--- config.mk ---
export PLATFORM = sky130hd
export DESIGN_NAME = inst_encoder
export DESIGN_NICKNAME = d
export VERILOG_FILES = /design/src/rtl/inst_encoder.sv
export SDC_FILE = /design/constraint.sdc
export NUM_CORES = 1
export LEC_CHECK = 0
export ABC_AREA = 1
export CELL_PAD_IN_SITES_DETAIL_PLACEMENT = 2
export CELL_PAD_IN_SITES_GLOBAL_PLACEMENT = 2
export CORE_MARGIN = 2
export CORE_UTILIZATION = 23
export CTS_BUF_LIST = sky130_fd_sc_hd__clkbuf_8
export CTS_CLUSTER_SIZE = 30
export DETAILED_ROUTE_END_ITERATION = 16
export HOLD_SLACK_MARGIN = 0.1
export PLACE_DENSITY = 0.78
export SYNTH_ARGS = -nofsm -noshare
export SYNTH_HDL_FRONTEND = slang
export SYNTH_SLANG_ARGS = --single-unit
--- constraint.sdc ---
create_clock -name clk -period 1.68 [get_ports clk]
set_input_delay 0.252 -clock clk [delete_from_list [all_inputs] [get_ports clk]]
set_output_delay 0.252 -clock clk [all_outputs]
set_load 0.05 [all_outputs]
--- src/rtl/inst_encoder.sv ---
// Assembles symbolic MIPS commands into 32-bit words and streams them to
// consecutive instruction-memory addresses through a stallable write port.
module inst_encoder #(
    parameter int ADDR_WIDTH = 8
) (
    input  logic                  clk,
    input  logic                  rst,
    input  logic                  start,
    input  logic [ADDR_WIDTH-1:0] base_addr,
    input  logic [ADDR_WIDTH:0]   length,
    input  logic                  cmd_valid,
    output logic                  cmd_ready,
    input  logic [3:0]            cmd_op,
    input  logic [4:0]            cmd_rs,
    input  logic [4:0]            cmd_rt,
    input  logic [4:0]            cmd_rd,
    input  logic [15:0]           cmd_imm,
    input  logic [25:0]           cmd_target,
    output logic                  imem_wen,
    output logic [ADDR_WIDTH-1:0] imem_addr,
    output logic [31:0]           imem_data,
    input  logic                  imem_ready,
    output logic                  busy,
    output logic                  done,
    output logic [ADDR_WIDTH:0]   written
);

    typedef enum logic [1:0] {S_IDLE, S_RUN, S_DONE} state_t;

    state_t                state_q, state_d;
    logic [ADDR_WIDTH:0]   len_q, len_d;
    logic [ADDR_WIDTH:0]   acc_q, acc_d;
    logic [ADDR_WIDTH:0]   wr_q, wr_d;
    logic [ADDR_WIDTH-1:0] addr_q, addr_d;
    logic                  out_vld_q, out_vld_d;
    logic [ADDR_WIDTH-1:0] out_addr_q, out_addr_d;
    logic [31:0]           out_data_q, out_data_d;
    logic                  wr_hs;
    logic                  accept;

    function automatic logic [31:0] encode(
        input logic [3:0]  op,
        input logic [4:0]  rs,
        input logic [4:0]  rt,
        input logic [4:0]  rd,
        input logic [15:0] imm,
        input logic [25:0] target
    );
        logic [31:0] w;
        w = 32'h0000_0000;
        case (op)
            4'd1:    w = {6'h00, rs, rt, rd, 5'h00, 6'h20};
            4'd2:    w = {6'h00, rs, rt, rd, 5'h00, 6'h22};
            4'd3:    w = {6'h00, rs, rt, rd, 5'h00, 6'h24};
            4'd4:    w = {6'h00, rs, rt, rd, 5'h00, 6'h25};
            4'd5:    w = {6'h00, rs, rt, rd, 5'h00, 6'h2A};
            4'd6:    w = {6'h00, rs, 15'h0000, 6'h08};
            4'd7:    w = {6'h02, target};
            4'd8:    w = {6'h03, target};
            4'd9:    w = {6'h04, rs, rt, imm};
            4'd10:   w = {6'h05, rs, rt, imm};
            4'd11:   w = {6'h08, rs, rt, imm};
            4'd12:   w = {6'h0C, rs, rt, imm};
            4'd13:   w = {6'h0D, rs, rt, imm};
            4'd14:   w = {6'h23, rs, rt, imm};
            4'd15:   w = {6'h2B, rs, rt, imm};
            default: w = 32'h0000_0000;
        endcase
        return w;
    endfunction

    always_comb begin
        state_d    = state_q;
        len_d      = len_q;
        acc_d      = acc_q;
        wr_d       = wr_q;
        addr_d     = addr_q;
        out_vld_d  = out_vld_q;
        out_addr_d = out_addr_q;
        out_data_d = out_data_q;

        wr_hs     = out_vld_q && imem_ready;
        cmd_ready = (state_q == S_RUN) && (acc_q < len_q) && (!out_vld_q || imem_ready);
        accept    = cmd_valid && cmd_ready;

        case (state_q)
            S_IDLE, S_DONE: begin
                if (start) begin
                    len_d  = length;
                    acc_d  = '0;
                    wr_d   = '0;
                    addr_d = base_addr;
                    state_d = (length != '0) ? S_RUN : S_DONE;
                end
            end
            S_RUN: begin
                if (wr_hs) begin
                    wr_d      = wr_q + 1'b1;
                    out_vld_d = 1'b0;
                    if (wr_d == len_q) begin
                        state_d = S_DONE;
                    end
                end
                // A write handshake and a new accept on the same edge reload without a bubble.
                if (accept) begin
                    out_vld_d  = 1'b1;
                    out_addr_d = addr_q;
                    out_data_d = encode(cmd_op, cmd_rs, cmd_rt, cmd_rd, cmd_imm, cmd_target);
                    addr_d     = addr_q + 1'b1;
                    acc_d      = acc_q + 1'b1;
                end
            end
            default: state_d = S_IDLE;
        endcase
    end

    always_ff @(posedge clk) begin
        if (rst) begin
            state_q    <= S_IDLE;
            len_q      <= '0;
            acc_q      <= '0;
            wr_q       <= '0;
            addr_q     <= '0;
            out_vld_q  <= 1'b0;
            out_addr_q <= '0;
            out_data_q <= '0;
        end else begin
            state_q    <= state_d;
            len_q      <= len_d;
            acc_q      <= acc_d;
            wr_q       <= wr_d;
            addr_q     <= addr_d;
            out_vld_q  <= out_vld_d;
            out_addr_q <= out_addr_d;
            out_data_q <= out_data_d;
        end
    end

    assign imem_wen  = out_vld_q;
    assign imem_addr = out_addr_q;
    assign imem_data = out_data_q;
    assign busy      = (state_q == S_RUN);
    assign done      = (state_q == S_DONE);
    assign written   = wr_q;

endmodule

# Word level (Yosys, flattened, before mapping)
# Index checks and enable logic that the tools add are counted.
[classes] n_addsub=3 n_mul=0 div=0 order_cmp=1 eq_ne=22 shifts=0 mux=16 bitwise_logic=0 n_reduce_logical=17
[ops] operator="one-hot mux 32 bit (15 select lines)" n=1
[ops] operator="one-hot mux 9 bit (2 select lines)" n=2
[ops] operator="equality test 4 bit (second input constant)" n=8
[ops] operator="two-way mux 9 bit" n=3
[ops] operator="adder 9 x 1 -> 9 bit (second input constant)" n=2
[ops] operator="equality test 4 x 3 -> 1 bit (second input constant)" n=4
[ops] operator="two-way mux 8 bit" n=2
[ops] operator="one-hot mux 8 bit (2 select lines)" n=1
[ops] operator="equality test 9 bit" n=1
[ops] operator="< comparator 9 bit" n=1
[ops] operator="AND reduction 3 bit" n=3
[ops] operator="nonzero test 9 bit" n=1
[ops] operator="adder 8 x 1 -> 8 bit (second input constant)" n=1
[ops] operator="equality test 4 x 2 -> 1 bit (second input constant)" n=2
[ops] operator="two-way mux 2 bit" n=4
[ops] operator="inequality test 2 x 1 -> 1 bit (second input constant)" n=3
[ops] operator="AND reduction 2 bit" n=3
[ops] operator="equality test 4 x 1 -> 1 bit (second input constant)" n=1
[ops] operator="logical AND 1 bit" n=4
[ops] operator="one-hot mux 2 bit (2 select lines)" n=1
[ops] operator="nonzero test 2 bit" n=2
[ops] operator="equality test 2 x 1 -> 1 bit (second input constant)" n=1
[ops] operator="equality test 2 bit (second input constant)" n=1
[ops] operator="zero test 2 bit" n=1
[ops] operator="other kinds (5)" n=6
[totals] reg_bits=78 latchBits=0 ram_bits=0 romBits=0 input_bits=83 output_inout_bits=53 wordCells=67 n_memories=0

# Logic depth before layout (Yosys ltp)
[logic_depth] word_depth=6 depth_mapped=14 mapped_depth_nobuf=13

# Worst setup path before layout
# No wires, ideal clock.
[synth_timing] kind="register -> register" start="reg wr_q[0] (netlist: written[0])" end="reg state_q[1]" setup_time_ns=0.109 t_arrival_ns=1.926 t_required_ns=1.571 path_slack_ns=-0.356 path_stages_with_launch=13 path_buffers=0 synth_period_minus_slack_ns=2.036 path_cell_list="dfxtp_1 -> ha_1 -> nand3_1 -> nor2_1 -> nand3_1 -> inv_1 -> nand2_1 -> nand3_1 -> nand2_1 -> nand3_1 -> nand3_1 -> nand2_1 -> inv_1"
[synth_via] elab_chain_len=4
[synth_rtl] element="from (decl)" line="33" rtl="logic [ADDR_WIDTH:0] wr_q, wr_d;"
[synth_rtl] element="from (signal assigned)" line="131" rtl="wr_q <= wr_d;"
[synth_rtl] element="adder 9 x 1 -> 9 bit" line="98" rtl="wr_d = wr_q + 1'b1;"
[synth_rtl] element="equality test 9 bit" line="100" rtl="if (wr_d == len_q) begin"
[synth_rtl] element="inequality test 2 x 1 -> 1 bit (no line)"
[synth_rtl] element="AND reduction 3 bit (no line)"
[synth_rtl] element="to (signal assigned)" line="128" rtl="state_q <= state_d;"
[synth_rtl] element="to (decl)" line="30" rtl="state_t state_q, state_d;"
# Every way passes these cells.
# A chain may end at the register's enable or synchronous reset.

# Final worst setup path
[layout_timing] start="reg len_q[8]" end="out cmd_ready"
[layout_via] elab_chain_len=3
[layout_rtl] element="from (decl)" line="31" rtl="logic [ADDR_WIDTH:0] len_q, len_d;"
[layout_rtl] element="from (signal assigned)" line="129" rtl="len_q <= len_d;"
[layout_rtl] element="< comparator 9 bit" line="83" rtl="cmd_ready = (state_q == S_RUN) && (acc_q < len_q) && (!out_vld_q || imem_ready);"
[layout_rtl] element="logical AND 1 bit (2 in series)" line="83"
[layout_rtl] element="to (decl)" line="12" rtl="output logic cmd_ready,"
# Every way passes these cells.

==> results list <==
- Cell variety after synth: 45
- Detailed placement ended at an HPWL of 14500 µm.
- Worst-case hold slack: 0.485 ns
- In the detailed route, the total length drawn on met3 is 1000 µm.
* Final number of max-transition violations: 0
- Post-layout worst setup margin: -0.519 ns
- The setup path with the least slack is of type flip-flop to output pin.
- In the final routing, the length of wire on met1 measures 8160 µm.
* Seq/Total Area, Yosys: 0.359
* Unrepaired setup endpoints after global routing: true
* Sink Count: 77
* Clock latency of the later-clocked register in the worst-skew pair: 0.38 ns
- After detailed routing, the number of vias per cell comes to 4.88.
- Clock tree synthesis inserted a total of 9 buffers.
- The worst setup path is captured at an output pin.
- At the end of routability-driven placement, the weighted congestion stood at 0.803.
- Initial drt markers: 148
* Number of instances in the synthesized netlist: 626
- Data on the critical path arrives at its endpoint at 1.95 ns.
- Cells along the critical path: inv_2, ha_4, a21o_1, nor2_2, nand3_2, nor3b_4, buf_12, buf_12
- Setup violations remaining at the end of the flow were counted as 58.
* Clock Root Buffer: sky130_fd_sc_hd__clkbuf_8
- Derived from the worst setup path, the maximum achievable clock frequency is 455 MHz.
* Worst endpoint required time: 1.43 ns
- In the final layout, the share of cells above drive strength 1 is 0.350.
- Along the worst path, the maximum fanout reaches 2.
- Number of levels the H-tree was split into: 3
- In the synthesized netlist the dominant register cell turns out to be sky130_fd_sc_hd__dfxtp_1.
* Power density of the placed cells: 751 nW/µm²
- The area growth from synthesis to layout is 70.7%.
* Total number of vias: 5228
* Maximum VDD drop: 0.471 mV
- The total count of hold-check failures in the final report came to 0.
* Violated checks: setup timing
- Across all register-to-register paths, the minimum setup slack is -0.50 ns.
- No sink is reached through more buffers than the 2 on the longest clock path.
- Total wire length: 20500 µm
- Area enclosed by the die boundary: 19800 µm²
- Synthesis inferred 77 register bits.
* Count of boundary I/O pins: 136
* Count of synthesis-stage warnings from yosys: 0
- The net count of the finished layout is 932.
* Cell Area, Synth: 4290 µm²
- The via count of the first global-routing pass was 5784.
- STA classifies the critical path startpoint as a flip-flop.
* Class of the worst hold path: flip-flop to flip-flop
- Count of non-filler cells in the finished layout: 1072
* Top layer used by detailed routing: met5
- For the final database, setup skew stands at 0.0141 ns.
- Final Cycle Share: 1.31
- Crit path largest cell delay: 0.34 ns
* Leakage power summed over all cells: 3.02 nW
* Initial standard-cell utilization of the core: 0.236
* Fill count: 2077
* Synth Net Count: 720
- For this run, the total global-route usage over all layers was measured as 0.196.
- Number of detailed-route iterations in the first pass: 4
- The average instance in the mapped netlist occupies 6.85 µm².
* Port buffer count: 134
* Clock-pin slew on the worst setup and hold paths: 0.10 ns
- Result of the run: complete, but fails checks
- CTS tree: built
* Min cycle time layout: 2.20 ns
* Number of antenna violations at the first check in global routing: 1
* Floorplan core area: 18100 µm²
- Max-cap violations in this run came to 0.
- In the final routed layout, each cell accounts on average for 19.1 µm.
* Met2 wire length: 10800 µm
* Row Count: 49
- Antenna-violating nets left: 0
- The die is 141 µm tall.
* Cell count after placement: 1039
* Async set or reset register ratio after synthesis: 0
- Die X-Extent: 141 µm
- Entering global routing, the biggest net connects 38 pins.
- After detailed routing, the number of remaining DRC violations is 0.
* Standard cell with the maximum stage delay on the critical path: sky130_fd_sc_hd__dfxtp_2
* Gr ovfl total: 0
- The first global-routing pass estimated 30700 µm of wire.
* ANT cells: 0
- The most numerous cell type found on the critical path is sky130_fd_sc_hd__buf_12.
- In this run, synthesis inferred 0 flip-flops with an integrated enable.
-- worst paths after layout --
| path | startpoint | end | cells past startpoint |
|---|---|---|---|
| worst max-delay path | len_q[8] | cmd_ready | 8 |
| worst min-delay path | imem_data[25] | imem_data[25] | 2 |
| worst max register to register | len_q[8] | imem_addr[3] | 12 |
| worst min register to register | imem_data[25] | imem_data[25] | 2 |
-- cells in the final DEF (no fill, tap or decap), types with 2 or more instances in the layout --
cell / count
sky130_fd_sc_hd__dfxtp_4: 4
sky130_fd_sc_hd__a22o_1: 9
sky130_fd_sc_hd__dfxtp_1: 57
sky130_fd_sc_hd__o21ai_0: 26
sky130_fd_sc_hd__ha_4: 7
sky130_fd_sc_hd__inv_2: 12
sky130_fd_sc_hd__clkdlybuf4s50_1: 82
sky130_fd_sc_hd__ha_1: 4
sky130_fd_sc_hd__a21oi_1: 63
sky130_fd_sc_hd__o21ai_2: 20
sky130_fd_sc_hd__nand3_1: 46
sky130_fd_sc_hd__buf_6: 3
sky130_fd_sc_hd__a22oi_1: 2
sky130_fd_sc_hd__a22oi_2: 2
sky130_fd_sc_hd__clkinvlp_4: 2
sky130_fd_sc_hd__nand3_2: 9
sky130_fd_sc_hd__dfxtp_2: 16
sky130_fd_sc_hd__nand2_1: 121
sky130_fd_sc_hd__nor2_4: 3
sky130_fd_sc_hd__nand2_2: 14
sky130_fd_sc_hd__xnor2_1: 4
sky130_fd_sc_hd__xor2_1: 7
sky130_fd_sc_hd__inv_4: 2
sky130_fd_sc_hd__o21ai_1: 12
sky130_fd_sc_hd__nand2_8: 4
sky130_fd_sc_hd__inv_6: 4
sky130_fd_sc_hd__nor2_1: 71
sky130_fd_sc_hd__clkbuf_8: 9
sky130_fd_sc_hd__buf_8: 3
sky130_fd_sc_hd__nor2_2: 12
sky130_fd_sc_hd__a31oi_1: 3
sky130_fd_sc_hd__buf_16: 2
sky130_fd_sc_hd__a21oi_2: 14
sky130_fd_sc_hd__buf_4: 122
sky130_fd_sc_hd__nand4_1: 4
sky130_fd_sc_hd__or2_2: 3
sky130_fd_sc_hd__inv_1: 26
sky130_fd_sc_hd__o21a_1: 2
sky130_fd_sc_hd__nand3_4: 3
sky130_fd_sc_hd__buf_12: 16
-- metrics by stage --
stage	cell area (µm²)	total power, mW	setup slack, ns	util	TNS [ns]
floorplan	4410	2.92	-0.0225	-	-0.0385
global placement	6510	3.62	-0.356	0.359	-10.43
detailed placement	6510	3.70	-0.395	0.359	-15.08
CTS	7030	5.44	-0.556	0.387	-21.18
global route	7320	5.77	-0.617	0.404	-29.34
finish	7320	5.50	-0.519	0.404	-23.46
-- logic make-up (layout without fill, tap and decap cells) --
kind of cell,Yosys count,after routing,share of synthesized area
simple gates,293,296,0.296
compound gates,160,160,0.207
flops,77,77,0.359
buf+inv,72,286,0.0802
xor+xnor,12,12,0.0245
fa+ha+maj,11,11,0.0321
other cells,1,1,0.000874
-- critical path, delay by kind of cell (launching register included) --
kind	cells	cell delay (ns)
compound gates	1	0.17
flops	1	0.34
fa+ha+maj	1	0.20
buf+inv	3	0.35
simple gates	3	0.51
-- where the power goes --
group	switching (mW)	internal (mW)
sequential	0.105	1.94
combinational	1.05	0.843
clock	0.854	0.710
-- area by class of cell --
cell class	count	area, µm²	area share
clock buffer	9	124	0.0169
clock inverter	7	78.8	0.0108
inverter	40	156	0.0214
multi-input combinational	480	2850	0.390
sequential	77	1580	0.215
tap	229	287	0.0391
timing repair buffer	230	2250	0.307
-- layer usage --
metal | global-route usage | vias up
met5 | 0 | -
met4 | 0.0437 | 2
met3 | 0.0465 | 34
met2 | 0.381 | 139
met1 | 0.214 | 2538
li1 | - | 2515
-- Yosys cell counts (2+ instances only) --
cell,n,area share
sky130_fd_sc_hd__nand2_1,134,0.12
sky130_fd_sc_hd__nor2_1,81,0.071
sky130_fd_sc_hd__dfxtp_1,77,0.36
sky130_fd_sc_hd__a21oi_1,75,0.087
sky130_fd_sc_hd__nand3_1,56,0.065
sky130_fd_sc_hd__o21ai_0,47,0.055
sky130_fd_sc_hd__inv_1,33,0.029
sky130_fd_sc_hd__clkbuf_1,18,0.016
sky130_fd_sc_hd__ha_1,11,0.032
sky130_fd_sc_hd__o21ai_1,11,0.013
sky130_fd_sc_hd__a22o_1,9,0.018
sky130_fd_sc_hd__buf_6,8,0.021
sky130_fd_sc_hd__xor2_1,7,0.014
sky130_fd_sc_hd__inv_2,6,0.0052
sky130_fd_sc_hd__xnor2_1,5,0.010
sky130_fd_sc_hd__nand4_1,4,0.0058
sky130_fd_sc_hd__nor2_2,4,0.0058
sky130_fd_sc_hd__a31oi_1,3,0.0044
sky130_fd_sc_hd__buf_2,3,0.0035
sky130_fd_sc_hd__or2_2,3,0.0044
sky130_fd_sc_hd__a21oi_2,2,0.0041
sky130_fd_sc_hd__a22oi_1,2,0.0035
sky130_fd_sc_hd__a22oi_2,2,0.0058
sky130_fd_sc_hd__buf_4,2,0.0035
sky130_fd_sc_hd__o21a_1,2,0.0035
sky130_fd_sc_hd__o21bai_1,2,0.0035
-- repair_timing --
action | in CTS | in global routing
gates resized for setup | 50 | 66
cloned | 5 | 2
setup endpoints to repair | 60 | 61
pin swaps | 16 | 19
buffers inserted | 7 | 3
hold buffers | 0 | 0
-- flip-flops by register name (all words and copies together) (netlist names) --
signal,count
imem_data,31
acc_q,9
len_q,9
written,9
addr_q,8
imem_addr,8
state_q,2
imem_wen,1
No activity file was read; power rests on OpenSTA's default activity.
